### src/rtl/midi_rx_parser_pkg.sv
// Shared MIDI types: message codes, note/controller event structs, parser state
// and byte-classification helpers.
package MIDI;

  localparam int BAUD_RATE = 31_250;

  typedef enum logic [3:0] {
    NOTE_OFF       = 4'h8,
    NOTE_ON        = 4'h9,
    CONTROL_CHANGE = 4'hB
  } msg_type_t;

  typedef enum logic {
    OFF = 1'b0,
    ON  = 1'b1
  } note_status_t;

  typedef enum logic [6:0] {
    FILTER_CUTOFF    = 7'd21,
    FILTER_RESONANCE = 7'd22,
    ATTACK           = 7'd24,
    DECAY            = 7'd25,
    SUSTAIN          = 7'd26,
    RELEASE          = 7'd27,
    LFO_RATE         = 7'd28
  } controller_t;

  typedef struct packed {
    note_status_t status;
    logic [6:0]   note;
    logic [6:0]   velocity;
  } note_change_t;

  typedef struct packed {
    controller_t controller;
    logic [6:0]  value;
  } control_change_t;

  typedef enum logic [1:0] {
    IDLE    = 2'd0,
    WAIT_D1 = 2'd1,
    WAIT_D2 = 2'd2
  } parse_state_t;

  function automatic logic is_realtime(input logic [7:0] b);
    return b >= 8'hF8;
  endfunction

  function automatic logic is_channel_msg(input logic [3:0] nib);
    return (nib == NOTE_ON) || (nib == NOTE_OFF) || (nib == CONTROL_CHANGE);
  endfunction

  function automatic logic is_supported_controller(input logic [6:0] cc);
    case (cc)
      7'd21, 7'd22, 7'd24, 7'd25, 7'd26, 7'd27, 7'd28: return 1'b1;
      default:                                          return 1'b0;
    endcase
  endfunction

endpackage

### src/rtl/midi_rx_parser_uart.sv
// 8N1 serial deframer for the MIDI line: synchronizer, mid-bit sampling,
// false-start rejection and framing-error recovery.
module midi_uart_rx
  import MIDI::*;
#(
  parameter int CLK_FREQ = 50_000_000
) (
  input  logic       clk,
  input  logic       rst_n,
  input  logic       midi_rx,
  output logic [7:0] byte_data,
  output logic       byte_valid,
  output logic       framing_error
);

  localparam int BIT_CYCLES = CLK_FREQ / BAUD_RATE;
  localparam int HALF       = BIT_CYCLES / 2;
  localparam int TW         = $clog2(BIT_CYCLES + 1);

  typedef enum logic [2:0] {
    RX_WAIT_HIGH, RX_IDLE, RX_START, RX_DATA, RX_STOP
  } rx_state_t;

  rx_state_t   state, nxt;
  logic [1:0]  sync_q;
  logic        rx_s;
  logic [TW-1:0] timer;
  logic [2:0]  bit_cnt;
  logic [7:0]  shreg;
  logic        half_end, bit_end;
  logic        timer_clr, shift_en, byte_ok, byte_bad;

  assign rx_s     = sync_q[1];
  assign half_end = (timer == TW'(HALF - 1));
  assign bit_end  = (timer == TW'(BIT_CYCLES - 1));

  always_ff @(posedge clk) begin
    if (!rst_n) state <= RX_WAIT_HIGH;
    else        state <= nxt;
  end

  // The synchronizer's reset value is not a real line sample, so the line must
  // read high for three consecutive cycles before the receiver arms.
  always_comb begin
    nxt = state;
    case (state)
      RX_WAIT_HIGH: if (rx_s && timer == TW'(2)) nxt = RX_IDLE;
      RX_IDLE:      if (!rx_s) nxt = RX_START;
      RX_START:     if (half_end) nxt = rx_s ? RX_IDLE : RX_DATA;
      RX_DATA:      if (bit_end && bit_cnt == 3'd7) nxt = RX_STOP;
      RX_STOP:      if (bit_end) nxt = rx_s ? RX_IDLE : RX_WAIT_HIGH;
      default:      nxt = RX_WAIT_HIGH;
    endcase
  end

  always_comb begin
    timer_clr = (nxt != state) || (state == RX_IDLE) ||
                (state == RX_DATA && bit_end) ||
                (state == RX_WAIT_HIGH && !rx_s);
    shift_en  = (state == RX_DATA) && bit_end;
    byte_ok   = (state == RX_STOP) && bit_end && rx_s;
    byte_bad  = (state == RX_STOP) && bit_end && !rx_s;
  end

  always_ff @(posedge clk) begin
    if (!rst_n) begin
      sync_q        <= 2'b11;
      timer         <= '0;
      bit_cnt       <= '0;
      shreg         <= '0;
      byte_data     <= '0;
      byte_valid    <= 1'b0;
      framing_error <= 1'b0;
    end else begin
      sync_q <= {sync_q[0], midi_rx};
      timer  <= timer_clr ? '0 : timer + TW'(1);
      if (shift_en) begin
        shreg   <= {rx_s, shreg[7:1]};
        bit_cnt <= bit_cnt + 3'd1;
      end
      if (byte_ok) byte_data <= shreg;
      byte_valid    <= byte_ok;
      framing_error <= byte_bad;
    end
  end

endmodule

### src/rtl/midi_rx_parser.sv
// MIDI channel-message parser: turns deframed bytes into note / controller
// strobes. Define MIDI_RUNNING_STATUS_EN to keep the status after each message.
module midi_rx_parser
  import MIDI::*;
#(
  parameter int CLK_FREQ = 50_000_000
) (
  input  logic            clk,
  input  logic            rst_n,
  input  logic            midi_rx,
  output note_change_t    note_change,
  output logic            note_change_valid,
  output control_change_t control_change,
  output logic            control_change_valid,
  output logic            framing_error
);

  logic [7:0]   rx_byte;
  logic         rx_valid;
  parse_state_t state, nxt;
  msg_type_t    msg_type;
  logic [6:0]   d1;
  logic         is_data, take_status, take_d1, emit, emit_note, emit_cc;
  note_change_t note_next;

  midi_uart_rx #(.CLK_FREQ(CLK_FREQ)) u_uart (
    .clk           (clk),
    .rst_n         (rst_n),
    .midi_rx       (midi_rx),
    .byte_data     (rx_byte),
    .byte_valid    (rx_valid),
    .framing_error (framing_error)
  );

  always_ff @(posedge clk) begin
    if (!rst_n) state <= IDLE;
    else        state <= nxt;
  end

  // Real-time bytes are transparent: they never touch state or latched data.
  always_comb begin
    nxt = state;
    if (rx_valid && !is_realtime(rx_byte)) begin
      if (rx_byte[7]) begin
        nxt = is_channel_msg(rx_byte[7:4]) ? WAIT_D1 : IDLE;
      end else begin
        case (state)
          WAIT_D1: nxt = WAIT_D2;
`ifdef MIDI_RUNNING_STATUS_EN
          WAIT_D2: nxt = WAIT_D1;
`else
          WAIT_D2: nxt = IDLE;
`endif
          default: nxt = state;
        endcase
      end
    end
  end

  always_comb begin
    is_data     = rx_valid && !rx_byte[7];
    take_status = rx_valid && rx_byte[7] && !is_realtime(rx_byte) &&
                  is_channel_msg(rx_byte[7:4]);
    take_d1     = is_data && (state == WAIT_D1);
    emit        = is_data && (state == WAIT_D2);
    emit_note   = emit && (msg_type == NOTE_ON || msg_type == NOTE_OFF);
    emit_cc     = emit && (msg_type == CONTROL_CHANGE) && is_supported_controller(d1);
    note_next   = '{status:   (msg_type == NOTE_ON && rx_byte[6:0] != 7'd0) ? ON : OFF,
                    note:     d1,
                    velocity: rx_byte[6:0]};
  end

  always_ff @(posedge clk) begin
    if (!rst_n) begin
      msg_type             <= NOTE_OFF;
      d1                   <= '0;
      note_change          <= '0;
      note_change_valid    <= 1'b0;
      control_change       <= '0;
      control_change_valid <= 1'b0;
    end else begin
      if (take_status) msg_type <= msg_type_t'(rx_byte[7:4]);
      if (take_d1)     d1 <= rx_byte[6:0];
      if (emit_note)   note_change <= note_next;
      if (emit_cc)     control_change <= '{controller: controller_t'(d1), value: rx_byte[6:0]};
      note_change_valid    <= emit_note;
      control_change_valid <= emit_cc;
    end
  end

endmodule

### config.mk
export PLATFORM = sky130hd
export DESIGN_NAME = midi_rx_parser
export DESIGN_NICKNAME = d
export VERILOG_FILES = /design/src/rtl/midi_rx_parser_pkg.sv /design/src/rtl/midi_rx_parser_uart.sv /design/src/rtl/midi_rx_parser.sv
export SDC_FILE = /design/constraint.sdc
export NUM_CORES = 1
export LEC_CHECK = 0
export ABC_AREA = 1
export CELL_PAD_IN_SITES_DETAIL_PLACEMENT = 1
export CELL_PAD_IN_SITES_GLOBAL_PLACEMENT = 1
export CORE_AREA = 2 2 87 89
export DETAILED_ROUTE_END_ITERATION = 6
export DIE_AREA = 0 0 89 91
export DONT_BUFFER_PORTS = 1
export GPL_ROUTABILITY_DRIVEN = 0
export PLACE_DENSITY = 0.81
export SLEW_MARGIN = 0
export SYNTH_ARGS = -nofsm -noshare
export SYNTH_HDL_FRONTEND = slang
export SYNTH_SLANG_ARGS = --single-unit
### constraint.sdc
create_clock -name clk -period 1.9 [get_ports clk]
set_input_delay 0.38 -clock clk [delete_from_list [all_inputs] [get_ports clk]]
set_output_delay 0.38 -clock clk [all_outputs]
set_load 0.05 [all_outputs]
# Yosys cells after proc, flatten, opt, wreduce, memory -nomap -nowiden
# Index checks and enable logic that the tools add are counted.
op_classes:
  muxes: 13
  add_sub_neg: 2
  eq_ne: 24
  n_bitwise: 1
  magnitude_cmp: 1
  reduce_logical: 33
op_table:
  columns: ["operator", "n"]
  rows:
  - ["$eq 7x5->1 const B", 7]
  - ["$eq 4x4->1 const B", 6]
  - ["$logic_and 1x1->1", 18]
  - ["$mux 3", 5]
  - ["$pmux 3 s5", 1]
  - ["$add 11x1->11 const B", 1]
  - ["$eq 11x10->1 const B", 1]
  - ["$eq 11x11->1 const B", 1]
  - ["$eq 11x2->1 const B", 1]
  - ["$ge 8x8->1 const B", 1]
  - ["$reduce_bool 7->1", 1]
  - ["$reduce_or 7->1", 1]
  - ["$eq 3x2->1 const B", 2]
  - ["$eq 3x3->1 const B", 2]
  - ["$logic_or 1x1->1", 6]
  - ["$mux 1", 4]
  - ["$mux 2", 2]
  - ["$pmux 2 s2", 1]
  - ["$add 3x1->3 const B", 1]
  - ["$eq 3x1->1 const B", 1]
  - ["$logic_not 1->1", 3]
  - ["$logic_not 3->1", 1]
  - ["$ne 3x3->1", 1]
  - ["$reduce_bool 3->1", 1]
  - ["5 further kinds", 5]
totals:
  ff_bits: 81
  input_bits: 3
  output_inout_bits: 32
  wordCells: 92

# Depth between registers and ports, before layout
depth:
  ltp_word: 9
  ltp_mapped: 12
  ltp_nobuf: 11

# By module
# Synthesis repeated with hierarchy kept, for this count alone.
unflattened:
  hier_cells: 451
  area_unflattened_um2: 3432.0
by_module_without_submodules:
  columns: ["module", "seq_area_each_um2", "instances", "area_per_inst_um2", "cells_each"]
  rows:
  - ["midi_rx_parser", 880.8, 1, 1796.7, 245]
  - ["midi_uart_rx", 740.7, 1, 1635.3, 206]

# Worst setup path before layout
# No wires, ideal clock.
synth_path:
  path_kind: "flip-flop to flip-flop"
  start: "register u_uart.timer[0]"
  end: "register u_uart.timer[10]"
  slack_ns: 0.295
  arrival_time_ns: 1.488
  period_less_slack_ns: 1.605
  stages_incl_launch_ff: 12
  required_ns: 1.783
  n_path_buf: 1
  setup_ns: 0.117
  path_cell_list: "dfxtp_1 -> ha_1 -> nand3_2 -> nor2_4 -> nand2_2 -> nor2_4 -> nand2_4 -> nand3_2 -> nand2_1 -> nand3_2 -> buf_6 -> nor2_2"
synth_via:
  elab_chain_cells: 9
  word_cells_on_any_way: 17
  cone_classes: "add/sub: 1; eq/ne: 4; mux: 5; reduce/logical: 7"
synth_rtl:
  columns: ["element", "line_no", "text"]
  rows:
  - ["from (decl)", "midi_rx_parser_uart.sv:27", "logic [TW-1:0] timer;"]
  - ["from (signal assigned)", "midi_rx_parser_uart.sv:76", "timer <= timer_clr ? '0 : timer + TW'(1);"]
  - ["$eq 11x11->1 or $eq 11x2->1 (tied branches)", "midi_rx_parser_uart.sv:35, midi_rx_parser_uart.sv:47", null]
  - ["$logic_and 1x1->1, on equally long branches", "midi_rx_parser_uart.sv:50, midi_rx_parser_uart.sv:47", null]
  - ["$mux 3, on equally long branches", "midi_rx_parser_uart.sv:50, midi_rx_parser_uart.sv:47", null]
  - ["$pmux 3 s5", "midi_rx_parser_uart.sv:46", "case (state)"]
  - ["$ne 3x3->1", "midi_rx_parser_uart.sv:57", "timer_clr = (nxt != state) || (state == RX_IDLE) ||"]
  - ["$logic_or 1x1->1 (2 in a row)", "midi_rx_parser_uart.sv:57", null]
  - ["$logic_or 1x1->1", "midi_rx_parser_uart.sv:58", "(state == RX_DATA && bit_end) ||"]
  - ["$reduce_or 2->1 (no source line)", null, null]
# Parallel ways exist; a longest one is shown, timed or not.
# A chain may end at the register's enable or synchronous reset.

# Worst setup path in the final report
layout_path:
  start: "register u_uart.timer[0]"
  end: "register u_uart.timer[8]"
# Same word-level chain as after synthesis.

==> tab_implementation.tex <==
\begin{tabular}{lr}
\hline
Metric & Value \\
\hline
\multicolumn{2}{l}{\textbf{Cells and area}} \\
\quad Nets & 410 \\
\quad Antenna cells & 0 \\
\quad Proportion of layout cells with a drive suffix above 1 & 14.3\% \\
\quad Post-route core utilization & 49.8\% \\
\quad Layout-stage area growth over the synthesis result & 9.95\% \\
\quad Footprint of the flip-flops and latches & 1620 sq um \\
\quad Layout filler cell count & 908 \\
\quad Multi-input logic area & 1370 sq um \\
\multicolumn{2}{l}{\textbf{Setup path}} \\
\quad Critical path data arrival time & 2.00 ns \\
\quad End of the worst register-to-register path & u\_uart.timer[8]\$\_SDFF\_PP0\_ \\
\quad Reg-to-reg setup timing slack & 0.15 ns \\
\quad Critical Path RT & 2.15 ns \\
\quad Critical path startpoint category & flip-flop \\
\quad Maximum fanout encountered on the critical timing path & 11 \\
\quad Critical R2R Launch & u\_uart.timer[0]\$\_SDFF\_PP0\_ \\
\quad Depth of the most critical reg-to-reg path & 11 \\
\quad Endpoint type of the worst setup path & flip-flop \\
\quad Critical path type & flip-flop to flip-flop \\
\multicolumn{2}{l}{\textbf{Clock network}} \\
\quad TritonCTS clock tree & done \\
\quad Number of levels the H-tree was split into & 3 \\
\quad Maximum buffer depth of the clock tree & 2 \\
\quad CTS buffer count & 9 \\
\quad Cts hold-fix bufs & 0 \\
\quad Clock slew at the register clock pins of the worst setup and hold paths & 0.08 ns \\
\quad Clk Latency, worst-skew pair & 0.36 ns \\
\quad \# clock sinks & 81 \\
\quad CTS Root Buffer Type & sky130\_fd\_sc\_hd\_\_clkbuf\_8 \\
\multicolumn{2}{l}{\textbf{Global routing}} \\
\quad GRT met3 Usage & 4.27\% \\
\quad Global route total overflow & 0 \\
\quad Global-route wire length before repair & 12800 um \\
\quad Initial antenna violation count & 0 \\
\quad Largest net degree at the start of global routing & 58 \\
\quad Number of global-route vias before repair & 2701 \\
\quad Met2 track demand over resource & 36.8\% \\
\quad Global-route track usage on met1 & 23.6\% \\
\quad Most congested layer reported by global routing & met2 \\
\quad Total routing resource utilization after global routing & 20.7\% \\
\multicolumn{2}{l}{\textbf{Timing}} \\
\quad Least-Margin Pin Slew & 0.533 ns \\
\quad Unrepaired setup endpoints after global routing & no \\
\quad Post-route fraction of the period consumed by the critical path & 92.3\% \\
\quad Summed negative setup slack over all endpoints & 0 ns \\
\quad Headroom to the max-slew limit & 64.4\% \\
\quad Slew Limit Fails & 0 \\
\quad Final setup violation count & 0 \\
\quad Skew final & 0.0123 ns \\
\quad Count of endpoints failing hold in the final timing report & 0 \\
\quad Max Freq & 0.570 GHz \\
\quad Smallest hold slack & 0.129 ns \\
\quad Period minus WS final & 1.75 ns \\
\multicolumn{2}{l}{\textbf{Min path}} \\
\quad Hold Crit Class & primary input to flip-flop \\
\quad Start point of the worst hold path & midi\_rx \\
\quad Worst Hold End & u\_uart.sync\_q[0]\$\_SDFF\_PN1\_ \\
\quad Hold path depth & 1 \\
\multicolumn{2}{l}{\textbf{Route}} \\
\quad Routed length per instance & 15.1 um \\
\quad Number of antenna-violating nets in the routed design & 0 \\
\quad Number of remaining DRC errors & 0 \\
\quad First-pass DRT Iterations & 4 \\
\quad Number of vias per cell after detailed routing & 5.17 \\
\quad Drt total wl & 7610 um \\
\quad Number of violations reported at the end of detailed-routing iteration 0 & 99 \\
\quad Count of vias placed by the detailed router & 2613 \\
\multicolumn{2}{l}{\textbf{Flow run}} \\
\quad Max-capacitance violation count & 0 \\
\multicolumn{2}{l}{\textbf{Floorplan}} \\
\quad Ports placed on the boundary & 35 \\
\quad Overall die area & 8100 sq um \\
\quad Die width & 89 um \\
\quad Row cnt & 31 \\
\quad Core ar. & 7140 sq um \\
\quad Starting Density & 45.3\% \\
\quad Height of the chip & 91 um \\
\multicolumn{2}{l}{\textbf{Yosys}} \\
\quad Synthesized-area fraction occupied by adder cells & 2.32\% \\
\quad Largest cells by area after synthesis & sky130\_fd\_sc\_hd\_\_dfxtp\_1 (50\%), sky130\_fd\_sc\_hd\_\_o21ai\_0 (8.4\%), sky130\_fd\_sc\_hd\_\_nor2\_1 (7.1\%), sky130\_fd\_sc\_hd\_\_a21oi\_1 (6.5\%), sky130\_fd\_sc\_hd\_\_inv\_1 (5.3\%) \\
\quad Cell area after synthesis & 3230 sq um \\
\quad Warnings, synthesis & 0 \\
\quad Net count after synthesis & 408 \\
\quad Area leader, netlist & sky130\_fd\_sc\_hd\_\_dfxtp\_1 \\
\quad Multiplexer share of the synthesized area & 0\% \\
\quad Post-synth top flop & sky130\_fd\_sc\_hd\_\_dfxtp\_1 \\
\quad Post-synthesis compound-gate area fraction & 17.2\% \\
\quad Total of flip-flops plus latches after synthesis & 81 \\
\quad Largest family of logic cells by synthesized area & simple AND/OR/NAND/NOR gates \\
\quad Most used standard cell by instance count after synthesis & sky130\_fd\_sc\_hd\_\_dfxtp\_1 \\
\quad Number of enable flip-flop cells after synthesis & 0 \\
\quad Proportion of synthesized chip area in sequential cells & 50.2\% \\
\quad Async set-reset flop share out of synthesis & 0\% \\
\quad Xor/xnor cell area share of the yosys netlist & 2.44\% \\
\quad List of most frequent post-synthesis cells & sky130\_fd\_sc\_hd\_\_dfxtp\_1 (81), sky130\_fd\_sc\_hd\_\_nor2\_1 (61), sky130\_fd\_sc\_hd\_\_o21ai\_0 (54), sky130\_fd\_sc\_hd\_\_inv\_1 (46), sky130\_fd\_sc\_hd\_\_a21oi\_1 (42) \\
\quad Simple-Gate Fraction of Synth Area & 19.9\% \\
\quad Mapped Avg Cell Area & 8.10 sq um \\
\quad Top cell type's share of synthesized area & 50.2\% \\
\quad Distinct cells, synth & 31 \\
\quad Number of cells produced by synthesis & 399 \\
\multicolumn{2}{l}{\textbf{Power and ir drop}} \\
\quad Worst IR drop on VDD & 496 uV \\
\quad Total power per unit cell area & 911 nW/um\^{}2 \\
\quad Leakage power figure & 0.00133 uW \\
\quad Power after layout & 3240 uW \\
\multicolumn{2}{l}{\textbf{Placed design}} \\
\quad Total of buffers placed on input and output ports & 0 \\
\quad Detailed-placement wirelength estimate & 5220 um \\
\multicolumn{2}{l}{\textbf{Outcome}} \\
\quad Status & finished clean \\
\hline
\end{tabular}
worst max-delay path by stage:
| stage | slack, ns | end | depth (start not counted) | start |
|---|---|---|---|---|
| after floorplan | 0.30 | u_uart.timer[10]$_SDFF_PP0_ | 11 | u_uart.timer[0]$_SDFF_PP0_ |
| after global placement | 0.22 | u_uart.timer[2]$_SDFF_PP0_ | 11 | u_uart.timer[0]$_SDFF_PP0_ |
| after detailed placement | 0.15 | u_uart.timer[8]$_SDFF_PP0_ | 11 | u_uart.timer[0]$_SDFF_PP0_ |
| after CTS | 0.09 | u_uart.timer[8]$_SDFF_PP0_ | 11 | u_uart.timer[0]$_SDFF_PP0_ |
| after global routing | 0.003 | u_uart.timer[8]$_SDFF_PP0_ | 11 | u_uart.timer[0]$_SDFF_PP0_ |
| final | 0.15 | u_uart.timer[8]$_SDFF_PP0_ | 11 | u_uart.timer[0]$_SDFF_PP0_ |
kinds of logic after synthesis:
family,after synthesis
simple gates,134
compound gates,106
flops,81
buf+inv,63
xor+xnor,9
fa+ha+maj,6
flip-flops by register name, summed over array words and instances (netlist names), 3 cells and up:
name	cells
note_change	15
msg_type	4
u_uart.state	3
control_change	14
u_uart.bit_cnt	3
d1	7
u_uart.byte_data	8
u_uart.shreg	8
u_uart.timer	11
layout make-up:
class	count	area share, %
Clock buffer	9	3.49
Clock inverter	7	1.55
Inverter	47	5.14
Multi-Input combinational cell	255	38.4
Sequential cell	81	45.7
Tap cell	99	3.49
Timing Repair Buffer	7	2.18
per-stage QoR:
stage | cell area, sq um | worst slack [ns] | instances
after floorplan | 3230 | 0.295 | 399
after global placement | 3350 | 0.219 | 488
after detailed placement | 3350 | 0.153 | 488
after CTS | 3520 | 0.0908 | 504
after global routing | 3550 | 0.00254 | 505
final | 3550 | 0.146 | 505
critical path, cell delays in order (launching register included):
cell and delay (ns):
sky130_fd_sc_hd__dfxtp_2 0.36, sky130_fd_sc_hd__ha_2 0.20, sky130_fd_sc_hd__nand3_2 0.13, sky130_fd_sc_hd__nor2_4 0.23, sky130_fd_sc_hd__nand2_4 0.10, sky130_fd_sc_hd__nor2_4 0.11
sky130_fd_sc_hd__nand2_4 0.09, sky130_fd_sc_hd__nand3_2 0.10, sky130_fd_sc_hd__nand2_1 0.06, sky130_fd_sc_hd__nand3_2 0.08, sky130_fd_sc_hd__buf_12 0.15, sky130_fd_sc_hd__nor2_2 0.04
power breakdown:
| group | switching (uW) | internal, uW |
|---|---|---|
| Clock | 663 | 485 |
| Combinational | 194 | 130 |
| Sequential | 33.1 | 1730 |
| Total | 890 | 2350 |
cell usage in the layout (no fill, tap or decap), types with 3 or more instances in the layout:
cell type	netlist	routed
sky130_fd_sc_hd__xor2_1	6	6
sky130_fd_sc_hd__nor2_4	3	3
sky130_fd_sc_hd__clkbuf_8	0	9
sky130_fd_sc_hd__nor2_1	61	61
sky130_fd_sc_hd__nor3_1	5	5
sky130_fd_sc_hd__ha_1	6	5
sky130_fd_sc_hd__dfxtp_1	81	79
sky130_fd_sc_hd__a21oi_1	42	42
sky130_fd_sc_hd__xnor2_1	3	3
sky130_fd_sc_hd__inv_1	46	45
sky130_fd_sc_hd__nand2_1	25	25
sky130_fd_sc_hd__o21ai_0	54	54
sky130_fd_sc_hd__nor2_2	10	10
sky130_fd_sc_hd__or2_2	3	3
sky130_fd_sc_hd__nand3_2	3	4
sky130_fd_sc_hd__nand4_1	5	5
sky130_fd_sc_hd__nand3_1	12	11
sky130_fd_sc_hd__clkinvlp_4	0	3
sky130_fd_sc_hd__buf_4	0	5
routing by layer:
metal,vias up,wire [um]
met3,9,272
li1,1309,-
met4,0,136
met5,-,0
met1,1256,3260
met2,39,3950
timing repair:
action	CTS	global route
setup endpoints to repair	0	20
buffers inserted	0	1
gates resized for setup	0	7
No activity file was read; power rests on OpenSTA's default activity.
==> variant: new RTL, config.mk and constraints unchanged <==
Build with the macro `MIDI_RUNNING_STATUS_EN` defined.
--- a/src/rtl/midi_rx_parser.sv
+++ b/src/rtl/midi_rx_parser.sv
@@ -1,4 +1,6 @@
 // MIDI channel-message parser: turns deframed bytes into note / controller
 // strobes. Define MIDI_RUNNING_STATUS_EN to keep the status after each message.
+`define MIDI_RUNNING_STATUS_EN
+
 module midi_rx_parser
   import MIDI::*;
Check against the original RTL: no difference found for any inputs over 10 cycles, from zero or initial values and one cycle with rst_n low; that may be too few to reach the edited logic, so the function may still have changed.
==> variant against the unedited design <==
- worst setup slack gained 0.053 ns
- utilization grew 0.58 points
- fmax grew 3.1%
- highest routed layer unchanged
- final area grew 1.2%
- synthesized cell count grew 0.50%
- hold slack lost 0.0014 ns
- sequential cell count is the same
- routed wire length shrank 1.0%
- area after synthesis grew 1.1%
- via count grew 1.3%
- power grew 5.8%
==> variant: results (changes against the unedited design) <==
[worst_setup_path]
arrival_time_at_the_worst_endpoint_ns=1.95  ; was 2.00 ns
cp_slowest_cell=sky130_fd_sc_hd__dfxtp_1  ; was sky130_fd_sc_hd__dfxtp_2
timing.critical_path.max_delay_family=simple AND/OR/NAND/NOR gates  ; unchanged
critical_path.max_stage_delay_ns=0.39  ; was 0.36 ns
critical_path.reg2reg.endpoint=u_uart.timer[5]  ; was u_uart.timer[8]
crit_path_start=u_uart.timer[1]  ; was u_uart.timer[0]
rr_worst_depth=11  ; unchanged
timing.reg2reg.setup_slack_ns=0.20  ; was 0.15 ns

[sta]
fin_worst_hold_slack_ns=0.1275  ; was 0.1289 ns
skew_ns=0.01552  ; was 0.01231 ns
worstMarginPinSlew_ns=0.5383  ; was 0.5331 ns

[yosys]
synth.lib_cells_used.distinct=31  ; unchanged
synthTopCellsByArea=sky130_fd_sc_hd__dfxtp_1, sky130_fd_sc_hd__o21ai_0, sky130_fd_sc_hd__a21oi_1, sky130_fd_sc_hd__nor2_1, sky130_fd_sc_hd__inv_1  ; was sky130_fd_sc_hd__dfxtp_1, sky130_fd_sc_hd__o21ai_0, sky130_fd_sc_hd__nor2_1, sky130_fd_sc_hd__a21oi_1, sky130_fd_sc_hd__inv_1
ys_top_cells_by_count=sky130_fd_sc_hd__dfxtp_1, sky130_fd_sc_hd__nor2_1, sky130_fd_sc_hd__o21ai_0  ; unchanged
netlist_instances=401  ; was 399
synth-seq-area-share_pct=49.66  ; was 50.19%
async_reset_ff_share_pct=0  ; unchanged
ys_dominant_reg_cell=sky130_fd_sc_hd__dfxtp_1  ; unchanged
synthesized_netlist_net_count=410  ; was 408

[hold_path]
hold_end=u_uart.sync_q[0]  ; unchanged
hold_path_startpoint=midi_rx  ; unchanged
holdPathStages=1  ; unchanged
timing.hold.worst.class=primary input to register  ; unchanged

[global_routing]
wire_length_of_the_first_global_routing_pass_mm=12.26  ; was 12.82 mm
grt_start_max_net_pins=61  ; was 58
globalRouteTotalUtil_pct=19.32  ; was 20.74%

[placed_design]
hpwlAfterDp_mm=5.241  ; was 5.216 mm
dpl_cell_area_um2=3376  ; was 3346 um^2
post-place-ws_ns=0.1687  ; was 0.1528 ns
dp_cells=491  ; was 488
port_buffers=0  ; unchanged

[final_layout]
fin_cells=507  ; was 505
fraction_of_layout_instances_using_a_drive_strength_above_1_pct=12.99  ; was 14.29%
fillCellCount=902  ; was 908
antenna_cells_inserted=0  ; unchanged

[power]
p_leak_nw=1.407  ; was 1.331 nW
vdd_ir_drop_max_v=0.0004034  ; was 0.0004965 V
net_sw_power_mw=0.8997  ; was 0.8898 mW

[cts]
max_clock_buf_depth=2  ; unchanged
worstSkewPairLatency_ns=0.36  ; about the same
cts.root.buffer_cell=sky130_fd_sc_hd__clkbuf_8  ; unchanged

[run_status]
run_status=complete, no violations  ; unchanged

[route]
iteration_count_of_the_initial_detailed_routing_pass=4  ; unchanged
wl_mm=7.535  ; was 7.613 mm
via_per_inst=5.219  ; was 5.174
drt_iter0_drc=97  ; was 99

-- variant: cell types whose count changed in the layout (fill, tap and decap cells not counted), sizes merged, moves of 2 or more --
cell,delta
clkinv,-2
inv,+3
nand2,-3
nand3,+4
nor2,-5
o21ai,+2
xnor2,-2
xor2,+2
-- variant: kinds of logic (layout without fill, tap and decap cells) --
| group | count (synthesis) | in the layout | synth area share (%) |
|---|---|---|---|
| buffers and inverters | 66 | 73 | 8.199 |
| xor gates and xnor gates | 9 | 9 | 2.414 |
| and+or+nand+nor | 130 | 130 | 20.34 |
| DFF | 81 | 81 | 49.66 |
| AOI/OAI and AO/OA | 109 | 109 | 17.09 |
| adders and majority gates | 6 | 6 | 2.299 |
-- variant: layer usage --
metal / track usage, % / vias up / part of all wire [%]
met5: 0 / - / 0
met4: 6.592 / 0 / 1.3
met3: 4.182 / 8 / 3.9
met2: 35.26 / 37 / 51
met1: 21.60 / 1287 / 43
li1: - / 1314 / -
-- variant: final cells by class --
class | instances | area (um^2) | area share (%)
inverters | 50 | 192.7 | 5.362
well taps | 99 | 123.9 | 3.447
repair buffers | 7 | 65.06 | 1.811
clock buffers | 10 | 137.6 | 3.830
clock inverters | 6 | 73.82 | 2.054
multi-input cells | 254 | 1379 | 38.37
flip-flops and latches | 81 | 1622 | 45.13
-- variant: power groups by stage --
stage / combinational (mW) / sequential (mW) / clock [mW]
2_1_floorplan: 0.246 / 1.80 / 0
3_3_place_gp: 0.322 / 1.80 / 0
3_5_place_dp: 0.332 / 1.80 / 0
4_1_cts: 0.334 / 1.76 / 1.36
5_1_grt: 0.367 / 1.77 / 1.43
6_report: 0.329 / 1.76 / 1.33
-- variant: what timing repair did --
item,in CTS,in global routing
endpoints found under the hold margin,0,0
endpoints found under the setup margin,0,2
setup buffers,0,0
resized for setup,0,3
-- variant: how the worst max path moves through the flow --
stage / end / slack (ns) / cells past startpoint
2_1_floorplan: u_uart.timer[0] / 0.26 / 11
3_3_place_gp: u_uart.timer[5] / 0.26 / 11
3_5_place_dp: u_uart.timer[5] / 0.17 / 11
4_1_cts: control_change[5] / 0.11 / 8
5_1_grt: u_uart.timer[5] / 0.02 / 11
6_report: u_uart.timer[5] / 0.20 / 11
